[src/rtl/load_store_unit.sv]
// Memory-access stage: request/grant/response bus handshake, byte-lane steering and load extension.
// Optional REQ/RESP watchdog enabled by defining LSU_TIMEOUT_EN.
module load_store_unit #(
    parameter int TIMEOUT_CYCLES = 16
) (
    input  logic        clk,
    input  logic        rst_n,
    input  logic        req_valid_i,
    input  logic        req_we_i,
    input  logic [2:0]  funct3_i,
    input  logic [31:0] addr_i,
    input  logic [31:0] wdata_i,
    input  logic [4:0]  rd_addr_i,
    input  logic        flush_i,
    output logic        bus_req_o,
    output logic        bus_we_o,
    output logic [31:0] bus_addr_o,
    output logic [31:0] bus_wdata_o,
    output logic [3:0]  bus_be_o,
    input  logic        bus_gnt_i,
    input  logic        bus_rvalid_i,
    input  logic [31:0] bus_rdata_i,
    output logic        hold_o,
    output logic        reg_wr_en_o,
    output logic [4:0]  reg_wr_addr_o,
    output logic [31:0] reg_wr_data_o,
    output logic        fault_o,
    output logic [31:0] fault_addr_o
);

    typedef enum logic [1:0] {IDLE, REQ, RESP, WB} state_t;

    state_t      state;
    logic [2:0]  f3_q;
    logic [1:0]  off_q;
    logic [4:0]  rd_q;
    logic        discard_q;
    logic        legal;
    logic [3:0]  be_n;
    logic [31:0] wd_n;
    logic [7:0]  byte_sel;
    logic [15:0] half_sel;
    logic [31:0] ld_data;

`ifdef LSU_TIMEOUT_EN
    localparam int CNT_W = $clog2(TIMEOUT_CYCLES + 1);
    logic [CNT_W-1:0] cnt;
    logic             timeout;
    assign timeout = (cnt == CNT_W'(TIMEOUT_CYCLES - 1));
`endif

    function automatic logic is_legal(input logic we, input logic [2:0] f3, input logic [1:0] off);
        logic ok;
        if (we) ok = !f3[2] && (f3[1:0] != 2'b11);
        else    ok = (f3 != 3'd3) && (f3 != 3'd6) && (f3 != 3'd7);
        case (f3[1:0])
            2'b01:   ok = ok && !off[0];
            2'b10:   ok = ok && (off == 2'b00);
            default: ;
        endcase
        return ok;
    endfunction

    assign legal = is_legal(req_we_i, funct3_i, addr_i[1:0]);

    always_comb begin
        be_n = 4'hF;
        wd_n = wdata_i;
        if (req_we_i) begin
            case (funct3_i[1:0])
                2'b00: begin
                    be_n = 4'b0001 << addr_i[1:0];
                    wd_n = {4{wdata_i[7:0]}};
                end
                2'b01: begin
                    be_n = addr_i[1] ? 4'b1100 : 4'b0011;
                    wd_n = {2{wdata_i[15:0]}};
                end
                default: ;
            endcase
        end
    end

    // Extension uses the captured offset/width; funct3[2] selects zero-extension.
    always_comb begin
        case (off_q)
            2'b00:   byte_sel = bus_rdata_i[7:0];
            2'b01:   byte_sel = bus_rdata_i[15:8];
            2'b10:   byte_sel = bus_rdata_i[23:16];
            default: byte_sel = bus_rdata_i[31:24];
        endcase
        half_sel = off_q[1] ? bus_rdata_i[31:16] : bus_rdata_i[15:0];
        case (f3_q[1:0])
            2'b00:   ld_data = {{24{byte_sel[7] & ~f3_q[2]}}, byte_sel};
            2'b01:   ld_data = {{16{half_sel[15] & ~f3_q[2]}}, half_sel};
            default: ld_data = bus_rdata_i;
        endcase
    end

    always_comb begin
        case (state)
            IDLE:     hold_o = req_valid_i && legal;
            REQ:      hold_o = 1'b1;
            RESP:     hold_o = 1'b1;
            default:  hold_o = 1'b0;
        endcase
    end

    always_ff @(posedge clk or negedge rst_n) begin
        if (!rst_n) begin
            state         <= IDLE;
            bus_req_o     <= 1'b0;
            bus_we_o      <= 1'b0;
            bus_addr_o    <= '0;
            bus_wdata_o   <= '0;
            bus_be_o      <= '0;
            reg_wr_en_o   <= 1'b0;
            reg_wr_addr_o <= '0;
            reg_wr_data_o <= '0;
            fault_o       <= 1'b0;
            fault_addr_o  <= '0;
            f3_q          <= '0;
            off_q         <= '0;
            rd_q          <= '0;
            discard_q     <= 1'b0;
`ifdef LSU_TIMEOUT_EN
            cnt           <= '0;
`endif
        end else begin
            fault_o     <= 1'b0;
            reg_wr_en_o <= 1'b0;
            case (state)
                IDLE: begin
                    if (req_valid_i && !flush_i) begin
                        if (legal) begin
                            state       <= REQ;
                            bus_req_o   <= 1'b1;
                            bus_we_o    <= req_we_i;
                            bus_addr_o  <= {addr_i[31:2], 2'b00};
                            bus_be_o    <= be_n;
                            bus_wdata_o <= wd_n;
                            f3_q        <= funct3_i;
                            off_q       <= addr_i[1:0];
                            rd_q        <= rd_addr_i;
                            discard_q   <= 1'b0;
`ifdef LSU_TIMEOUT_EN
                            cnt         <= '0;
`endif
                        end else begin
                            fault_o      <= 1'b1;
                            fault_addr_o <= addr_i;
                        end
                    end
                end
                REQ: begin
                    // Grant wins over flush: the bus has already committed the access.
                    if (bus_gnt_i) begin
                        bus_req_o <= 1'b0;
                        discard_q <= flush_i;
                        state     <= bus_we_o ? IDLE : RESP;
`ifdef LSU_TIMEOUT_EN
                        cnt       <= '0;
`endif
                    end else if (flush_i) begin
                        bus_req_o <= 1'b0;
                        state     <= IDLE;
                    end
`ifdef LSU_TIMEOUT_EN
                    else if (timeout) begin
                        bus_req_o    <= 1'b0;
                        fault_o      <= 1'b1;
                        fault_addr_o <= {bus_addr_o[31:2], off_q};
                        state        <= IDLE;
                    end else begin
                        cnt <= cnt + 1'b1;
                    end
`endif
                end
                RESP: begin
                    if (flush_i) discard_q <= 1'b1;
                    if (bus_rvalid_i) begin
                        if (discard_q || flush_i) begin
                            state <= IDLE;
                        end else begin
                            reg_wr_en_o   <= (rd_q != 5'd0);
                            reg_wr_addr_o <= rd_q;
                            reg_wr_data_o <= ld_data;
                            state         <= WB;
                        end
                    end
`ifdef LSU_TIMEOUT_EN
                    else if (timeout) begin
                        fault_o      <= 1'b1;
                        fault_addr_o <= {bus_addr_o[31:2], off_q};
                        state        <= IDLE;
                    end else begin
                        cnt <= cnt + 1'b1;
                    end
`endif
                end
                default: state <= IDLE;
            endcase
        end
    end

endmodule

[config.mk]
export PLATFORM = sky130hd
export DESIGN_NAME = load_store_unit
export DESIGN_NICKNAME = d
export VERILOG_FILES = /design/src/rtl/load_store_unit.sv
export SDC_FILE = /design/constraint.sdc
export NUM_CORES = 1
export LEC_CHECK = 0
export CORE_MARGIN = 2
export CORE_UTILIZATION = 35
export CTS_CLUSTER_DIAMETER = 40
export DETAILED_ROUTE_END_ITERATION = 10
export PLACE_DENSITY_LB_ADDON = 0.1
export SLEW_MARGIN = 20
export SYNTH_ARGS = -nofsm -noshare
export SYNTH_HDL_FRONTEND = slang
export SYNTH_SLANG_ARGS = --single-unit
export TNS_END_PERCENT = 5
[constraint.sdc]
create_clock -name clk -period 2.4 [get_ports clk]
set_clock_uncertainty 0.05 [all_clocks]
set_input_delay 0.48 -clock clk [delete_from_list [all_inputs] [get_ports clk]]
set_output_delay 0.48 -clock clk [all_outputs]
set_load 0.02 [all_outputs]
==> impl_metrics.env <==
export IMPL_setup_ws_ps=136.1
export IMPL_reg2regPathDepth=6
export IMPL_portBuffers=250
export IMPL_synth_compound_area_share_pct=12.42
export IMPL_startpoint="funct3_i[1]"
export IMPL_grt_setup_unrepaired="no"
export IMPL_clk_latency_ps=410
export IMPL_grt_usage_pct=19.93
export IMPL_p_sw_share_pct=36.75
export IMPL_ir_worst_vdd_mv=0.7165
export IMPL_reg2reg_slack_ps=310
export IMPL_hold_path_class="reg -> reg"
export IMPL_antenna_found_initial=0
export IMPL_globalplace_congestion=0.8227
export IMPL_r2r_start="state[0]$_DFFE_PN0P_"
export IMPL_postCtsSetupBuffers=0
export IMPL_instances_no_fill=1112
export IMPL_synthFlopType="dfrtp_1"
export IMPL_pin_count=253
export IMPL_hold_viol_final=0
export IMPL_netlist_area_um2=6720
export IMPL_row_count=50
export IMPL_ant_nets=0
export IMPL_critPathArrivalTime_ps=1730
export IMPL_synth_edff_count=0
export IMPL_cp_max_fo=3
export IMPL_post_route_period_util_pct=94.33
export IMPL_hpwl_mm=14.96
export IMPL_htree_num_levels=4
export IMPL_root_buffer="clkbuf_16"
export IMPL_yosys_area_share_simple_pct=9.551
export IMPL_finalNetCount=984
export IMPL_relSlewSlack_pct=53.28
export IMPL_dr_pass1_iters=4
export IMPL_whs_endpoint="bus_wdata_o[22]$_DFFE_PN0P_"
export IMPL_path_class="in -> out"
export IMPL_worstHoldStart="bus_wdata_o[22]$_DFFE_PN0P_"
export IMPL_internal_power_w=0.008723
export IMPL_avgSynthCellArea_um2=11.33
export IMPL_clk_pin_slew_ps=60
export IMPL_drc=0
export IMPL_wl_per_cell_um=17.99
export IMPL_synth_seq_cells=152
export IMPL_die_area_um2=20320
export IMPL_placed_cells=1079
export IMPL_tightest_slew_ps=699.4
export IMPL_overflow=0
export IMPL_worst_endpoint_required_ps=1870
export IMPL_finalSetupTns_ps=0
export IMPL_grt_pass1_wl_mm=31.27
export IMPL_die_x_um=142.6
export IMPL_synthMuxAreaShare_pct=16.42
export IMPL_synth_top_area_cell="dfrtp_1"
export IMPL_drtIter0Drc=309
export IMPL_worst_setup_path_end_kind="output pin"
export IMPL_start_util_pct=35.81
export IMPL_total_power_w=0.01379
export IMPL_setup_violations=0
export IMPL_cpMostUsedCell="inv_1"
export IMPL_clock_path_buffers=2
export IMPL_timing_fmax_mhz=441.7
export IMPL_synth_area_top_cells="dfrtp_1 57%, mux2_2 13%, a21oi_1 4.8%"
export IMPL_core_area_um2=18770
export IMPL_critPathSlowestCell="ha_1"
export IMPL_synth_fa_ha_area_share_pct=1.489
export IMPL_ys_seq_area_share_pct=56.60
export IMPL_routed_via_density=4.943
export IMPL_cp_cell_sequence="dlygate4sd2_1 > inv_1 > ha_1 > inv_1 > o211a_1 > a31oi_1 > nor2_1 > buf_4"
export IMPL_grt_max_degree=51
export IMPL_synth_top_family_by_area="multiplexers"
export IMPL_cts_buffers=17
export IMPL_yosysWarnings=0
export IMPL_drv_slew=0
export IMPL_holdPathStages=2
export IMPL_finalWirelength_mm=20.01
export IMPL_ys_async_sr_fraction_pct=100.0
export IMPL_clock_sinks=152
export IMPL_critPathMaxStageDelay_ps=270
export IMPL_max_cap_violations=0
export IMPL_start_kind="primary input"
export IMPL_final_util_pct=54.92
export IMPL_synth_xor_area_share_pct=0
export IMPL_pwr_share_clk_pct=19.6
export IMPL_place_ws_ps=-612.6
export IMPL_p_seq_share_pct=33.0
export IMPL_n_fill_cell=1662
export IMPL_fin_crit_ps=2264
export IMPL_yosysTopAreaCellShare_pct=56.60
export IMPL_r2r_end="fault_addr_o[30]$_DFFE_PN0P_"
export IMPL_power_density_nw_per_um2=1338
export IMPL_layout_drive_gt1_share_pct=17.88
export IMPL_synth_cell_type_count=45
export IMPL_switchingPower_w=0.005067
export IMPL_synthCells=593
export IMPL_combPwrFrac_pct=47.5
export IMPL_grt_pass1_vias=5839
export IMPL_outcome="complete, no violations"
export IMPL_vias=5497
export IMPL_cts_tree="done"
export IMPL_power_leakage_nw=4.477
export IMPL_area_delta_synth_final_pct=53.38
export IMPL_dieHeight_um=142.6
export IMPL_antenna_cells=0
## metrics by stage
stage / hold slack [ps] / instance area [um^2]
2_1_floorplan: 134.4 / 6724
5_1_grt: 453.7 / 10310
3_5_place_dp: 385.5 / 9701
3_3_place_gp: 380.4 / 9701
4_1_cts: 432.1 / 10310
6_report: 428.4 / 10310
## power by group through the flow
| stage | Clock [W] | Sequential (W) | Combinational (W) |
|---|---|---|---|
| floorplan | 0 | 0.00590 | 0.00190 |
| global placement | 0 | 0.00451 | 0.00653 |
| detailed placement | 0 | 0.00458 | 0.00659 |
| CTS | 0.00277 | 0.00457 | 0.00661 |
| global route | 0.00289 | 0.00471 | 0.00698 |
| finish | 0.00270 | 0.00454 | 0.00655 |
## worst max-delay path, delay by kind of cell
family,cells,cell delay (ps)
buffers and inverters,4,540
AO/OA/AOI/OAI,2,380
adder cells (fa/ha/maj),1,270
AND/OR/NAND/NOR,1,60
## how the worst max path moves through the flow
stage,endpoint,cells past startpoint
2_1_floorplan,fault_addr_o[18]$_DFFE_PN0P_,7
3_3_place_gp,hold_o,8
3_5_place_dp,hold_o,8
4_1_cts,hold_o,8
5_1_grt,hold_o,8
6_report,hold_o,8
## cells by family (layout without fill, tap and decap cells)
| group | count (synthesis) | count (layout) |
|---|---|---|
| DFF | 152 | 152 |
| AOI/OAI and AO/OA | 142 | 142 |
| and+or+nand+nor | 142 | 142 |
| muxes | 99 | 99 |
| buffers and inverters | 49 | 333 |
| adders and majority gates | 8 | 8 |
| other | 1 | 2 |
## flip-flops by register name, summed over array words and instances (netlist names)
name and flops:
bus_we_o 1, state 2, rd_q 5, fault_addr_o 32, bus_req_o 1, reg_wr_addr_o 5, fault_o 1, bus_addr_o 30
bus_be_o 4, discard_q 1, reg_wr_data_o 32, reg_wr_en_o 1, bus_wdata_o 32, off_q 2, f3_q 3
## synth_stat cells, drive strengths merged, types with 8 or more instances
cell type  count
nor2b         10
mux2          80
ha             8
nor2          42
a22oi         15
a22o           8
clkbuf        18
inv            9
dfrtp        152
nand2         67
a21oi         64
buf           21
o21ai         36
mux2i         18
## placed cells by master (no fill, tap or decap), drive strengths merged, types with 3 or more instances in the layout
cell type,n
nand2b,3
o21bai,6
and3,6
mux2,80
mux2i,18
nand2,67
nor3b,3
buf,42
a21oi,64
nor2b,10
clkbuf,24
o21ai,36
inv,12
a22oi,15
nor2,42
ha,8
clkdlybuf4s50,246
a22o,8
dfrtp,152
## per-layer routing
layer,routed length [um],track usage (%),up-vias
met5,0,0,-
met4,510,7.660,0
met3,1695,7.873,29
met2,9426,31.68,197
met1,8375,24.43,2657
li1,-,-,2614
## repair_timing
action / in CTS / in global routing
setup endpoints to repair: 33 / 0
gates resized for setup: 9 / 0
hold endpoints to repair: 43 / 0
hold buffers: 1 / 0
## cell type report
class / instances / area (um^2) / area share [%]
inverter: 10 / 37.54 / 0.3642
timing repair buffer: 291 / 2872 / 27.86
clock inverter: 8 / 110.1 / 1.068
multi-input combinational: 393 / 2700 / 26.20
clock buffer: 24 / 491.7 / 4.771
sequential: 152 / 3804 / 36.90
tap: 234 / 292.8 / 2.840
No activity file was read; power rests on OpenSTA's default activity.
